`config.mk`:
```
export PLATFORM = sky130hd
export DESIGN_NAME = vga_sync_gen
export DESIGN_NICKNAME = d
export VERILOG_FILES = /design/src/rtl/vga_timing_pkg.sv /design/src/rtl/vga_tick_div.sv /design/src/rtl/vga_sync_gen.sv
export SDC_FILE = /design/constraint.sdc
export NUM_CORES = 1
export LEC_CHECK = 0
export ABC_AREA = 1
export CAP_MARGIN = 20
export CORE_UTILIZATION = 53
export CTS_BUF_LIST = sky130_fd_sc_hd__clkbuf_4
export DETAILED_ROUTE_END_ITERATION = 8
export GPL_ROUTABILITY_DRIVEN = 0
export PLACE_DENSITY = 0.84
export SYNTH_ARGS = -nofsm -noshare
export SYNTH_HDL_FRONTEND = slang
export SYNTH_SLANG_ARGS = --single-unit
```
`constraint.sdc`:
```
create_clock -name clk -period 1.9 [get_ports clk]
set_input_delay 0.38 -clock clk [delete_from_list [all_inputs] [get_ports clk]]
set_output_delay 0.38 -clock clk [all_outputs]
set_load 0.005 [all_outputs]
```
`src/rtl/vga_timing_pkg.sv`:
```
// Shared 640x480@60 Hz VGA timing constants and coordinate type.
// Used by the sync generator, the data generator and the colour/ROM stages.
package vga_timing_pkg;
  localparam int COORD_W = 10;
  typedef logic [COORD_W-1:0] coord_t;

  localparam int H_DISPLAY = 640;
  localparam int H_FP      = 16;
  localparam int H_SYNC    = 96;
  localparam int H_BP      = 48;
  localparam int H_TOTAL   = H_DISPLAY + H_FP + H_SYNC + H_BP;
  localparam int H_SYNC_START = H_DISPLAY + H_FP;
  localparam int H_SYNC_END   = H_SYNC_START + H_SYNC - 1;

  localparam int V_DISPLAY = 480;
  localparam int V_FP      = 10;
  localparam int V_SYNC    = 2;
  localparam int V_BP      = 33;
  localparam int V_TOTAL   = V_DISPLAY + V_FP + V_SYNC + V_BP;
  localparam int V_SYNC_START = V_DISPLAY + V_FP;
  localparam int V_SYNC_END   = V_SYNC_START + V_SYNC - 1;

  localparam int FRAME_CNT_W = 6;

  function automatic logic in_span(coord_t x, coord_t lo, coord_t hi);
    return (x >= lo) && (x <= hi);
  endfunction
endpackage

```
`src/rtl/vga_tick_div.sv`:
```
// Pixel-rate strobe: mod-CLK_DIV counter, p_tick on its terminal count.
// CLK_DIV legal range 1..16; CLK_DIV==1 gives a strobe on every clock.
module vga_tick_div #(
  parameter int CLK_DIV = 4
) (
  input  logic clk,
  input  logic reset,
  output logic p_tick
);
  localparam logic [3:0] DIV_MAX = 4'(CLK_DIV - 1);

  logic [3:0] div_q, div_d;

  assign div_d = (div_q == DIV_MAX) ? 4'd0 : div_q + 4'd1;

  always_ff @(posedge clk) begin
    if (reset) div_q <= '0;
    else       div_q <= div_d;
  end

  // Masked during reset so no strobe appears on a cycle whose advance is cancelled.
  assign p_tick = (div_q == DIV_MAX) && !reset;
endmodule

```
`src/rtl/vga_sync_gen.sv`:
```
// VGA timing generator: pixel divider, h/v counters, registered syncs, frame pulse.
// Optional frame counter enabled by defining VGA_SYNC_FRAME_CNT_EN.
module vga_sync_gen
  import vga_timing_pkg::*;
#(
  parameter int CLK_DIV = 4,
  parameter int HDISP   = H_DISPLAY,
  parameter int HFP     = H_FP,
  parameter int HSW     = H_SYNC,
  parameter int HBP     = H_BP,
  parameter int VDISP   = V_DISPLAY,
  parameter int VFP     = V_FP,
  parameter int VSW     = V_SYNC,
  parameter int VBP     = V_BP
) (
  input  logic                   clk,
  input  logic                   reset,
  output logic                   hsync,
  output logic                   vsync,
  output logic                   video_on,
  output logic                   p_tick,
  output logic [COORD_W-1:0]     pixel_x,
  output logic [COORD_W-1:0]     pixel_y,
  output logic                   frame_start,
  output logic [FRAME_CNT_W-1:0] frame_cnt
);
  localparam coord_t H_VIS  = coord_t'(HDISP);
  localparam coord_t H_MAX  = coord_t'(HDISP + HFP + HSW + HBP - 1);
  localparam coord_t HS_BEG = coord_t'(HDISP + HFP);
  localparam coord_t HS_END = coord_t'(HDISP + HFP + HSW - 1);
  localparam coord_t V_VIS  = coord_t'(VDISP);
  localparam coord_t V_MAX  = coord_t'(VDISP + VFP + VSW + VBP - 1);
  localparam coord_t VS_BEG = coord_t'(VDISP + VFP);
  localparam coord_t VS_END = coord_t'(VDISP + VFP + VSW - 1);

  logic   tick;
  coord_t h_q, h_d, v_q, v_d;
  logic   hs_q, vs_q;

  vga_tick_div #(.CLK_DIV(CLK_DIV)) u_tick_div (
    .clk    (clk),
    .reset  (reset),
    .p_tick (tick)
  );

  always_comb begin
    h_d = h_q;
    v_d = v_q;
    if (tick) begin
      if (h_q == H_MAX) begin
        h_d = '0;
        v_d = (v_q == V_MAX) ? '0 : v_q + 1'b1;
      end else begin
        h_d = h_q + 1'b1;
      end
    end
  end

  // Syncs decode the next counts so they change on the same edge as pixel_x/pixel_y.
  always_ff @(posedge clk) begin
    if (reset) begin
      h_q  <= '0;
      v_q  <= '0;
      hs_q <= 1'b1;
      vs_q <= 1'b1;
    end else begin
      h_q  <= h_d;
      v_q  <= v_d;
      hs_q <= !in_span(h_d, HS_BEG, HS_END);
      vs_q <= !in_span(v_d, VS_BEG, VS_END);
    end
  end

  assign hsync       = hs_q;
  assign vsync       = vs_q;
  assign pixel_x     = h_q;
  assign pixel_y     = v_q;
  assign p_tick      = tick;
  assign video_on    = (h_q < H_VIS) && (v_q < V_VIS);
  assign frame_start = tick && (h_q == H_MAX) && (v_q == V_MAX);

`ifdef VGA_SYNC_FRAME_CNT_EN
  logic [FRAME_CNT_W-1:0] fcnt_q;

  always_ff @(posedge clk) begin
    if (reset)            fcnt_q <= '0;
    else if (frame_start) fcnt_q <= fcnt_q + 1'b1;
  end

  assign frame_cnt = fcnt_q;
`else
  assign frame_cnt = '0;
`endif
endmodule

```
==> results.toml <==
[run_status]
status = "finished with violations"
violations = "DRC"

[sta]
finalWorstSetupSlack_ns = 0.0649
max_clock_freq_mhz = 545
clock_skew_ns = 0.00563
fin_crit_ns = 1.84
drv_slew = 0
hold_slack_ns = 0.533
setup_viol = 0
period_share = 0.966
hold_viol_final = 0

[global_route]
grt_max_degree = 16
gr-total-overflow = 0
antenna_found_initial = 0
grt_usage = 0.258
grt_pass1_wl_um = 6640
grt_pass1_vias = 1598

[critical_path]
worstPathRequired_ns = 1.52
rr_worst_depth = 11
cp-end-kind = "output pin"
cp_max_fo = 4
cp.arrival_ns = 1.46
cp-start-kind = "flip-flop"
r2r-start = "pixel_x[0]"
reg2reg_to = "vsync"
worstSetupPathType = "flip-flop to output pin"
regToRegSetupSlack_ns = 0.21

[clock_tree]
cts_inserted_buffers = 3
path_clk_slew_ns = 0.14
insertion_delay_ns = 0.32
htree_levels = 1
root_buffer = "clkbuf_4"
ctsLongestPathBuffers = 2
postCtsHoldBufs = 0
cts_tree = "built"
cts_sinks = 26

[logic_synthesis]
synth_top_area_cell = "dfxtp_1"
synth_cell_type_count = 31
avgSynthCellArea_sq_um = 6.56
ys_async_sr_fraction = 0
synth_edf_count = 0
synthesis.area_sq_um = 1630
ys_seq_elements = 26
synth.top_cell.area_share = 0.320
synthFlopType = "dfxtp_1"
yosys_warnings = 0
ys_seq_area_frac = 0.320
synthTopCellsByArea = "dfxtp_1 32%, nand2_1 14%, nor2_1 9.9%"
syn_inst = 248

[floorplanning]
die_h_um = 57.4
io_pins = 33
die_area_sq_um = 3300
coreArea_sq_um = 2830
rows = 19
die-width_um = 57.4
start_util = 0.575

[hold_path]
hp-start = "u_tick_div.div_q[2]"
min_path_type = "flip-flop to flip-flop"
min_delay_worst_endpoint = "u_tick_div.div_q[3]"
hold-path-cell-count = 2

[layout]
drive_above_1_share = 0.218
final_common_cell = "nand2_1"
area_growth_pct = 34.8
n_fill_cell = 238
n_antenna_cell = 0
finalNonFillerCells = 338
nets = 315
final_cell_mix = "60 x nand2_1, 41 x nor2_1, 34 x inv_1, 34 x buf_4"

[route]
vias = 1762
drc_errors = 5
vias_per_cell = 5.21
post_drt_wl_per_cell_um = 11.3
postRouteAntennaNets = 0
first_iter_violations = 97
wirelength_um = 3830
detail_route.first_pass.iterations = 7

[flow_run]
maxCapViolCount = 0

[placement]
hpwl_um = 2920
portBuffers = 26
placed_cells = 332
place_ws_ns = -0.224

[power]
p_leak_nw = 1.00
power_density_nw_per_um2 = 405
power_mw = 0.889
ir_worst_vdd_mv = 0.290
## worst max-delay path, stage by stage, from the launching register on
cell and delay (ns):
dfxtp_1 0.38, nand2_1 0.12, nor3_1 0.23, nand3_2 0.16, nor2_4 0.11, buf_2 0.13
## where the power goes
group	internal (mW)	switching [mW]	total (mW)
Combinational	0.0414	0.0479	0.0893
Clock	0.0744	0.162	0.236
Sequential	0.556	0.00790	0.564
## flip-flops by register name (all words and copies together), names as in the netlist
name and cells:
hsync 1, pixel_x 10, vsync 1, pixel_y 10, u_tick_div.div_q 4
## logic make-up after synthesis
kind of cell	after synthesis	synth area share
flip-flops	26	0.320
AND/OR/NAND/NOR	156	0.459
AO/OA/AOI/OAI	14	0.0507
adder cells (fa/ha/maj)	4	0.0307
other	1	0.00230
buffers and inverters	45	0.127
XOR/XNOR	2	0.0108
## repair_timing
item                                    CTS  global route
endpoints found under the setup margin    3             2
pin swaps                                 2             6
endpoints found under the hold margin     0             0
gates cloned                              0             0
gates resized for setup                  15             7
setup buffers                             3             1
## how the worst max path moves through the flow
| stage | start | endpoint |
|---|---|---|
| 6_report | pixel_y[3] | frame_start |
| 3_5_place_dp | reset | frame_start |
| 5_1_grt | pixel_y[3] | frame_start |
| 4_1_cts | u_tick_div.div_q[0] | frame_start |
| 3_3_place_gp | reset | frame_start |
| 2_1_floorplan | pixel_x[0] | frame_start |
## Yosys cell counts (all sizes together) (4+ instances only)
library cell  number
a21oi              4
buf                8
dfxtp             26
ha                 4
inv               36
nand2             63
nand3             26
nand4              9
nor2              48
nor3               6
o21ai              8
## through the flow
step	area, sq um	utilization	TNS [ns]
floorplan	1650	-	0
global placement	2110	0.745	-0.597
detailed placement	2110	0.745	-0.798
CTS	2170	0.766	0
global route	2190	0.776	-0.0640
finish	2190	0.776	0
## routing by layer
layer	part of all wire	track usage	vias to the layer above	routed length, um
met1	0.46	0.328	799	1750
met4	0.025	0.132	0	97
li1	-	-	892	-
met2	0.47	0.430	60	1800
met5	0	0	-	0
met3	0.047	0.0295	11	178
## cell type report
type | count | area [sq um] | area share
clock buffers | 3 | 22.5 | 0.0103
multi-input cells | 182 | 960 | 0.437
flip-flops and latches | 26 | 531 | 0.242
inverters | 36 | 135 | 0.0616
repair buffers | 60 | 508 | 0.231
well taps | 31 | 38.8 | 0.0177
(Power assumes the default switching activity.)
